==> config.mk <==
export PLATFORM = sky130hd
export DESIGN_NAME = param_sync_fifo_flat
export DESIGN_NICKNAME = d
export VERILOG_FILES = /design/src/rtl/param_sync_fifo_if.sv /design/src/rtl/param_sync_fifo.sv /design/src/flat_wrapper.sv
export SDC_FILE = /design/constraint.sdc
export NUM_CORES = 1
export LEC_CHECK = 0
export CORE_MARGIN = 2
export CORE_UTILIZATION = 55
export DETAILED_ROUTE_END_ITERATION = 16
export GPL_ROUTABILITY_DRIVEN = 0
export MAX_ROUTING_LAYER = met4
export PLACE_DENSITY = 0.76
export SLEW_MARGIN = 20
export SYNTH_ARGS = -nofsm -noshare
export SYNTH_HDL_FRONTEND = slang
export SYNTH_SLANG_ARGS = --single-unit
==> constraint.sdc <==
create_clock -name clk -period 3.05 [get_ports clk]
set_input_delay 0.305 -clock clk [delete_from_list [all_inputs] [get_ports clk]]
set_output_delay 0.305 -clock clk [all_outputs]
set_load 0.005 [all_outputs]
==> src/rtl/param_sync_fifo_if.sv <==
// param_sync_fifo_if: producer/consumer handshake bundle for param_sync_fifo.
//   master : drives wr_en/data_in/rd_en, observes data and status
//   slave  : the FIFO side, drives data_out and all status outputs
`timescale 1ns/1ps
interface param_sync_fifo_if #(
    parameter int unsigned DATA_WIDTH = 8,
    parameter int unsigned DEPTH      = 8
);
    localparam int unsigned CW = $clog2(DEPTH) + 1;

    logic                  wr_en;
    logic [DATA_WIDTH-1:0] data_in;
    logic                  rd_en;
    logic [DATA_WIDTH-1:0] data_out;
    logic                  full;
    logic                  empty;
    logic                  almost_full;
    logic                  almost_empty;
    logic [CW-1:0]         count;
    logic                  overflow;
    logic                  underflow;

    modport master (
        output wr_en, data_in, rd_en,
        input  data_out, full, empty, almost_full, almost_empty,
               count, overflow, underflow
    );

    modport slave (
        input  wr_en, data_in, rd_en,
        output data_out, full, empty, almost_full, almost_empty,
               count, overflow, underflow
    );
endinterface

==> src/rtl/param_sync_fifo.sv <==
// param_sync_fifo: single-clock FIFO with occupancy count, programmable
// almost-full/almost-empty thresholds, overflow/underflow pulses and an
// optional first-word-fall-through read port.
//   clk : clock, all state changes on the rising edge
//   rst : asynchronous active-high reset
//   bus : param_sync_fifo_if.slave (wr_en/data_in/rd_en in; data_out,
//         full, empty, almost_full, almost_empty, count, overflow,
//         underflow out)
`timescale 1ns/1ps
module param_sync_fifo #(
    parameter int unsigned DATA_WIDTH = 8,
    parameter int unsigned DEPTH      = 8,
    parameter int unsigned AF_LEVEL   = DEPTH - 2,
    parameter int unsigned AE_LEVEL   = 2,
    parameter bit          FWFT       = 1'b0
) (
    input  logic               clk,
    input  logic               rst,
    param_sync_fifo_if.slave   bus
);
    localparam int unsigned AW = $clog2(DEPTH);
    localparam int unsigned CW = AW + 1;

    logic [DATA_WIDTH-1:0] mem [DEPTH];
    logic [AW-1:0]         wp_q;
    logic [AW-1:0]         rp_q;
    logic [CW-1:0]         count_q;
    logic [CW-1:0]         count_nxt;
    logic                  full_q;
    logic                  empty_q;
    logic                  af_q;
    logic                  ae_q;
    logic                  ov_q;
    logic                  un_q;
    logic                  wa_c;
    logic                  ra_c;

    // Accept decisions; a full FIFO still takes a write when a read frees a slot
    always_comb begin
        ra_c      = bus.rd_en && !empty_q;
        wa_c      = bus.wr_en && (!full_q || ra_c);
        count_nxt = count_q;
        if (wa_c && !ra_c) begin
            count_nxt = count_q + CW'(1);
        end else if (ra_c && !wa_c) begin
            count_nxt = count_q - CW'(1);
        end
    end

    // Pointers, occupancy and status flags, all derived from next-state count
    always_ff @(posedge clk or posedge rst) begin
        if (rst) begin
            wp_q    <= '0;
            rp_q    <= '0;
            count_q <= '0;
            full_q  <= 1'b0;
            empty_q <= 1'b1;
            af_q    <= 1'b0;
            ae_q    <= 1'b1;
            ov_q    <= 1'b0;
            un_q    <= 1'b0;
        end else begin
            if (wa_c) begin
                wp_q <= wp_q + AW'(1);
            end
            if (ra_c) begin
                rp_q <= rp_q + AW'(1);
            end
            count_q <= count_nxt;
            full_q  <= (count_nxt == CW'(DEPTH));
            empty_q <= (count_nxt == '0);
            af_q    <= (count_nxt >= CW'(AF_LEVEL));
            ae_q    <= (count_nxt <= CW'(AE_LEVEL));
            ov_q    <= bus.wr_en && !wa_c;
            un_q    <= bus.rd_en && empty_q;
        end
    end

    // Storage array; contents deliberately survive reset
    always_ff @(posedge clk) begin
        if (wa_c) begin
            mem[wp_q] <= bus.data_in;
        end
    end

    // Read port: head word shown directly in FWFT, registered on pop otherwise
    generate
        if (FWFT) begin : g_fwft
            assign bus.data_out = mem[rp_q];
        end else begin : g_std
            logic [DATA_WIDTH-1:0] dout_q;
            always_ff @(posedge clk or posedge rst) begin
                if (rst) begin
                    dout_q <= '0;
                end else if (ra_c) begin
                    dout_q <= mem[rp_q];
                end
            end
            assign bus.data_out = dout_q;
        end
    endgenerate

    assign bus.count        = count_q;
    assign bus.full         = full_q;
    assign bus.empty        = empty_q;
    assign bus.almost_full  = af_q;
    assign bus.almost_empty = ae_q;
    assign bus.overflow     = ov_q;
    assign bus.underflow    = un_q;
endmodule

==> src/flat_wrapper.sv <==
// flat-port wrapper written by rule: the top's interface ports become plain ports
module param_sync_fifo_flat 
#(
    parameter int unsigned DATA_WIDTH = 8,
    parameter int unsigned DEPTH      = 8,
    parameter int unsigned AF_LEVEL   = DEPTH - 2,
    parameter int unsigned AE_LEVEL   = 2,
    parameter bit          FWFT       = 1'b0
)
  (clk, rst, bus_wr_en, bus_data_in, bus_rd_en, bus_data_out, bus_full, bus_empty, bus_almost_full, bus_almost_empty, bus_count, bus_overflow, bus_underflow);
  param_sync_fifo_if #(.DATA_WIDTH(DATA_WIDTH), .DEPTH(DEPTH)) bus_i ();
  input  logic clk;
  input  logic rst;
  input wire logic [$bits(bus_i.wr_en)-1:0] bus_wr_en;
  input wire logic [$bits(bus_i.data_in)-1:0] bus_data_in;
  input wire logic [$bits(bus_i.rd_en)-1:0] bus_rd_en;
  output wire logic [$bits(bus_i.data_out)-1:0] bus_data_out;
  output wire logic [$bits(bus_i.full)-1:0] bus_full;
  output wire logic [$bits(bus_i.empty)-1:0] bus_empty;
  output wire logic [$bits(bus_i.almost_full)-1:0] bus_almost_full;
  output wire logic [$bits(bus_i.almost_empty)-1:0] bus_almost_empty;
  output wire logic [$bits(bus_i.count)-1:0] bus_count;
  output wire logic [$bits(bus_i.overflow)-1:0] bus_overflow;
  output wire logic [$bits(bus_i.underflow)-1:0] bus_underflow;
  assign bus_i.wr_en = bus_wr_en;
  assign bus_i.data_in = bus_data_in;
  assign bus_i.rd_en = bus_rd_en;
  assign bus_data_out = bus_i.data_out;
  assign bus_full = bus_i.full;
  assign bus_empty = bus_i.empty;
  assign bus_almost_full = bus_i.almost_full;
  assign bus_almost_empty = bus_i.almost_empty;
  assign bus_count = bus_i.count;
  assign bus_overflow = bus_i.overflow;
  assign bus_underflow = bus_i.underflow;
  param_sync_fifo #(.DATA_WIDTH(DATA_WIDTH), .DEPTH(DEPTH), .AF_LEVEL(AF_LEVEL), .AE_LEVEL(AE_LEVEL), .FWFT(FWFT)) u_core (.clk(clk), .rst(rst), .bus(bus_i));
endmodule
# Word-level counts from Yosys, hierarchy flattened
# Memory sizes are Yosys's and may differ from the RTL's. A register that Yosys moved wholly into a read port is not among the register bits.
# Index checks and enable logic that the tools add are counted.
# W data, S select, Z words.
word_totals:
  regBits: 16
  ramBits: 64
  output_inout_bits: 18
  word_cells: 33
  mem_count: 1
op_classes:
  addsub: 4
  order_cmp: 2
  n_eq_ne: 1
  mux: 4
  reduce_logical: 12
memory_table:
  columns: ["name", "depth", "width", "read_ports", "rd_clocked_by_memory_dff", "write_ports", "line", "rtl"]
  rows:
  - ["u_core.mem", 8, 8, 1, 1, 1, "param_sync_fifo.sv:24", "logic [DATA_WIDTH-1:0] mem [DEPTH];"]
op_table:
  columns: ["op", "count"]
  rows:
  - ["$mux W4", 2]
  - ["$add A3 B1 Y3 const B", 2]
  - ["$logic_and A1 B1 Y1", 6]
  - ["$add A4 B1 Y4 const B", 1]
  - ["$eq A4 B4 Y1 const B", 1]
  - ["$ge A4 B3 Y1 const B", 1]
  - ["$le A4 B2 Y1 const B", 1]
  - ["$logic_not A1 Y1", 4]
  - ["$logic_not A4 Y1", 1]
  - ["$sub A4 B1 Y4 const B", 1]
  - ["$mux W1", 2]
  - ["$logic_or A1 B1 Y1", 1]

# Longest topological paths before layout
logic_depth:
  ltp_word: 9
  mapped_depth: 7
  mapped_depth_nobuf: 7

# Worst setup path before layout
# OpenSTA, ideal clock, no wires.
synth_timing:
  path_type: "register to register"
  from: "register u_core.empty_q (netlist: u_core.bus.empty)"
  to: "memory u_core.mem[1][0] (enable)"
  setup_time_ps: 383
  arrival_ps: 1758
  required_ps: 2667
  slack_ps: 908
  path_stages_with_launch: 5
  path_buffers: 0
  synth_period_minus_slack_ps: 2142
  path_cell_list: "dfstp_2 nand2b_4 a21boi_0 nand2_1 nor3_1"
synth_between:
  elab_chain_len: 6
synth_rtl:
  columns: ["item", "line", "rtl"]
  rows:
  - ["from (decl)", "param_sync_fifo.sv:30", "logic empty_q;"]
  - ["from (signal assigned)", "param_sync_fifo.sv:71", "empty_q <= (count_nxt == '0);"]
  - ["$logic_not A1 Y1", "param_sync_fifo.sv:40", "ra_c = bus.rd_en && !empty_q;"]
  - ["$logic_and A1 B1 Y1", "param_sync_fifo.sv:40", null]
  - ["$logic_or A1 B1 Y1", "param_sync_fifo.sv:41", "wa_c = bus.wr_en && (!full_q || ra_c);"]
  - ["$logic_and A1 B1 Y1", "param_sync_fifo.sv:41", null]
  - ["$mux W1", "param_sync_fifo.sv:81", "if (wa_c) begin"]
  - ["$mux W1 (implied by the code)", "param_sync_fifo.sv:82", "mem[wp_q] <= bus.data_in;"]
  - ["to (decl)", "param_sync_fifo.sv:24", null]
# Every way passes these cells.

# Final worst setup path
layout_timing:
  from: "input port bus_rd_en"
  to: "memory u_core.mem[3][6] (enable)"
layout_between:
  elab_chain_len: 5
layout_rtl:
  columns: ["item", "line", "rtl"]
  rows:
  - ["from (decl)", "flat_wrapper.sv:16", "input wire logic [$bits(bus_i.rd_en)-1:0] bus_rd_en;"]
  - ["$logic_and A1 B1 Y1", "param_sync_fifo.sv:40", null]
  - ["$logic_or A1 B1 Y1", "param_sync_fifo.sv:41", null]
  - ["$logic_and A1 B1 Y1", "param_sync_fifo.sv:41", null]
  - ["$mux W1", "param_sync_fifo.sv:81", null]
  - ["$mux W1 (implied by the code)", "param_sync_fifo.sv:82", null]
# Every way passes these cells.

==> results.yml <==
outcome:
  status: "completed"
pwr:
  power_density_nw_per_um2: 934
  p_leak_nw: 1.49
  peakVddDrop_uv: 526
routing:
  vias: 1758
  ant_nets: 0
  drt_iter0_markers: 126
  via_per_inst: 5.58
  drt_first_pass_iters: 4
  drcViolationCount: 0
  drt_wl_total_um: 6000
  routedWlPerCell_um: 19.0
worst_setup_path:
  crit_type: "input pin to flip-flop"
  worst_setup_path_end_kind: "flip-flop"
  path_cells: "clkdlybuf4s50_1 -> nand2b_4 -> a21boi_0 -> buf_4 -> nand2_1 -> nor2_1 -> buf_4"
  reg2regPathDepth: 6
  crit_arrival_ns: 2.29
  r2r_slack_ns: 0.89
  r2r-end: "u_core.mem[3][6]$_DFFE_PP_"
  cp_num_buf_inv: 3
  start_kind: "input pin"
  crit_fanout: 24
  required_ns: 3.10
  slowest_delay_ns: 0.56
  regToRegStartpoint: "u_core.bus.empty$_DFF_PP1_"
  critPathTopFamily: "buffers and inverters"
  crit_top_cell: "buf_4"
  slowest_stage: "clkdlybuf4s50_1"
sta:
  final-hold-violation-count: 0
  max_clock_freq_mhz: 447
  layout_min_cycle_time_ns: 2.24
  relSlewSlack_pct: 41.3
  worstMarginPinSlew_ns: 0.879
  fin_crit_sh_pct: 73.4
  tns_ns: 0
  drv_slew: 0
  rsz0062_at_grt: "no"
  fin_skew_ns: 0.00973
  finalSetupViolCount: 0
cells_and_area:
  layout_commonest_cell: "edfxtp_1"
  drive_above_1_share_pct: 19.2
  fillers: 388
  layout.cells.most_common_list: "64 x edfxtp_1, 29 x clkdlybuf4s50_1, 22 x dfrtp_1"
  antenna_cells: 0
  final_util_pct: 68.3
  nNetsFinal: 251
  syn_to_final_growth_pct: 18.7
synthesis:
  async_flop_share_pct: 27.3
  synth_top_area_share_pct: 55.8
  syn_area_sq_um: 3450
  syn_inst: 190
  yosysUniqueCellTypes: 33
  synth_area_leaders: "edfxtp_1 56%, dfrtp_1 16%, mux4_2 10%, mux2i_1 2.6%, nand2_1 1.7%"
  seq_area_frac_synth_pct: 73.2
  syn_avg_cell_area_sq_um: 18.1
  synthFlopType: "edfxtp_1"
  yosys_warnings: 0
  synth_edf_count: 64
  synth_area_leader_cell: "edfxtp_1"
  synth-seq-cells: 88
  syn_nets: 206
global_route:
  overflow: 0
  grt_first_pass_wirelength_um: 9560
  antenna_found_initial: 0
  grt_max_degree: 25
  grt_pass1_vias: 1812
  grt_usage_pct: 18.9
floorplanning:
  num_io_pins: 30
  die_w_um: 83.2
  die_h_um: 83.2
  num_rows: 28
  core-area_sq_um: 5990
  die_area_sq_um: 6920
  initial_core_util_pct: 57.5
clocking:
  h-tree-depth: 3
  cts_tree: "done"
  clock_latency_ns: 0.33
  cts_buffers: 9
  post_cts_resized: 0
  clockBufferDepth: 2
  holdBufCountCts: 0
  clk_pin_slew_ns: 0.08
  postCtsSetupBuffers: 0
  cts-root-buf: "clkbuf_8"
  clock_sinks: 88
worst_hold_path:
  hp-class: "input pin to async pin"
flow_run:
  maxCapViolations: 0
place:
  port_buffers: 29
  hpwl_um: 4250
==> area by class of cell <==
cell class | instances | area [sq um] | share of cell area (%)
Clock buffer | 12 | 135 | 3.30
Tap cell | 75 | 93.8 | 2.29
Inverter | 3 | 11.3 | 0.275
Multi-Input combinational cell | 92 | 877 | 21.4
Sequential cell | 88 | 2520 | 61.7
Clock inverter | 4 | 68.8 | 1.68
Timing Repair Buffer | 41 | 380 | 9.30
==> sequential cells by signal, indices dropped and copies added, names as in the netlist, 3 cells and up <==
name and flops:
u_core.mem 64, u_core.bus.count 4, u_core.bus.data_out 8, u_core.rp_q 3, u_core.wp_q 3
==> routing by layer <==
layer  wire [um]  GRT usage (%)  vias up
li1            -              -      816
met1        2560           25.0      879
met2        3030           29.8       57
met3         347           3.98        6
met4          56           6.26        0
met5           0              -        -
==> worst max path at each step <==
stage | to | start | cells past startpoint
finish | u_core.mem[3][6]$_DFFE_PP_ | bus_rd_en | 7
global route | u_core.mem[5][5]$_DFFE_PP_ | bus_rd_en | 6
CTS | u_core.mem[3][6]$_DFFE_PP_ | bus_rd_en | 7
detailed placement | u_core.mem[3][2]$_DFFE_PP_ | bus_rd_en | 7
global placement | u_core.mem[5][1]$_DFFE_PP_ | bus_rd_en | 6
floorplan | u_core.mem[1][0]$_DFFE_PP_ | u_core.bus.empty$_DFF_PP1_ | 4
==> synthesized netlist by cell type, types with 2 or more instances <==
cell type	count
buf_2	3
clkbuf_1	3
dfrtp_1	22
dfstp_2	2
edfxtp_1	64
ha_1	4
inv_1	3
mux2i_1	9
mux4_2	16
nand2_1	16
nand2b_1	3
nor2_1	7
nor2b_1	3
nor3_1	3
o21ai_0	9
xnor2_1	6
==> worst register-to-register path: stages (launching register included) <==
cell,delay (ns)
dfstp_2,0.40
nand2b_4,0.25
a21boi_0,0.28
buf_4,0.18
nand2_1,0.10
nor2_1,0.44
buf_4,0.23
==> power by group <==
part	switching (mW)	total (mW)	internal (mW)
Clock	0.360	0.819	0.459
Sequential	0.285	1.87	1.58
Combinational	0.463	1.14	0.672
==> through the flow <==
step,cell area [sq um],cells,hold WS [ns],power [mW],setup WS [ns]
3_3_place_gp,3890,299,0.462,2.99,0.610
6_report,4090,315,0.462,3.82,0.811
3_5_place_dp,3890,299,0.482,3.05,0.503
4_1_cts,4090,315,0.500,3.86,0.844
2_1_floorplan,3450,190,0.318,2.54,0.908
5_1_grt,4090,315,0.523,4.02,0.705
==> logic make-up (layout without fill, tap and decap cells) <==
family | Yosys count | count (layout) | synth area share [%]
simple gates | 39 | 39 | 5.74
fa+ha+maj | 4 | 4 | 1.45
xor+xnor | 7 | 7 | 1.78
compound gates | 16 | 16 | 3.09
flops | 88 | 88 | 73.2
buf+inv | 10 | 60 | 1.31
mux | 26 | 26 | 13.4
Note: power is estimated with default switching activity, not from simulation.
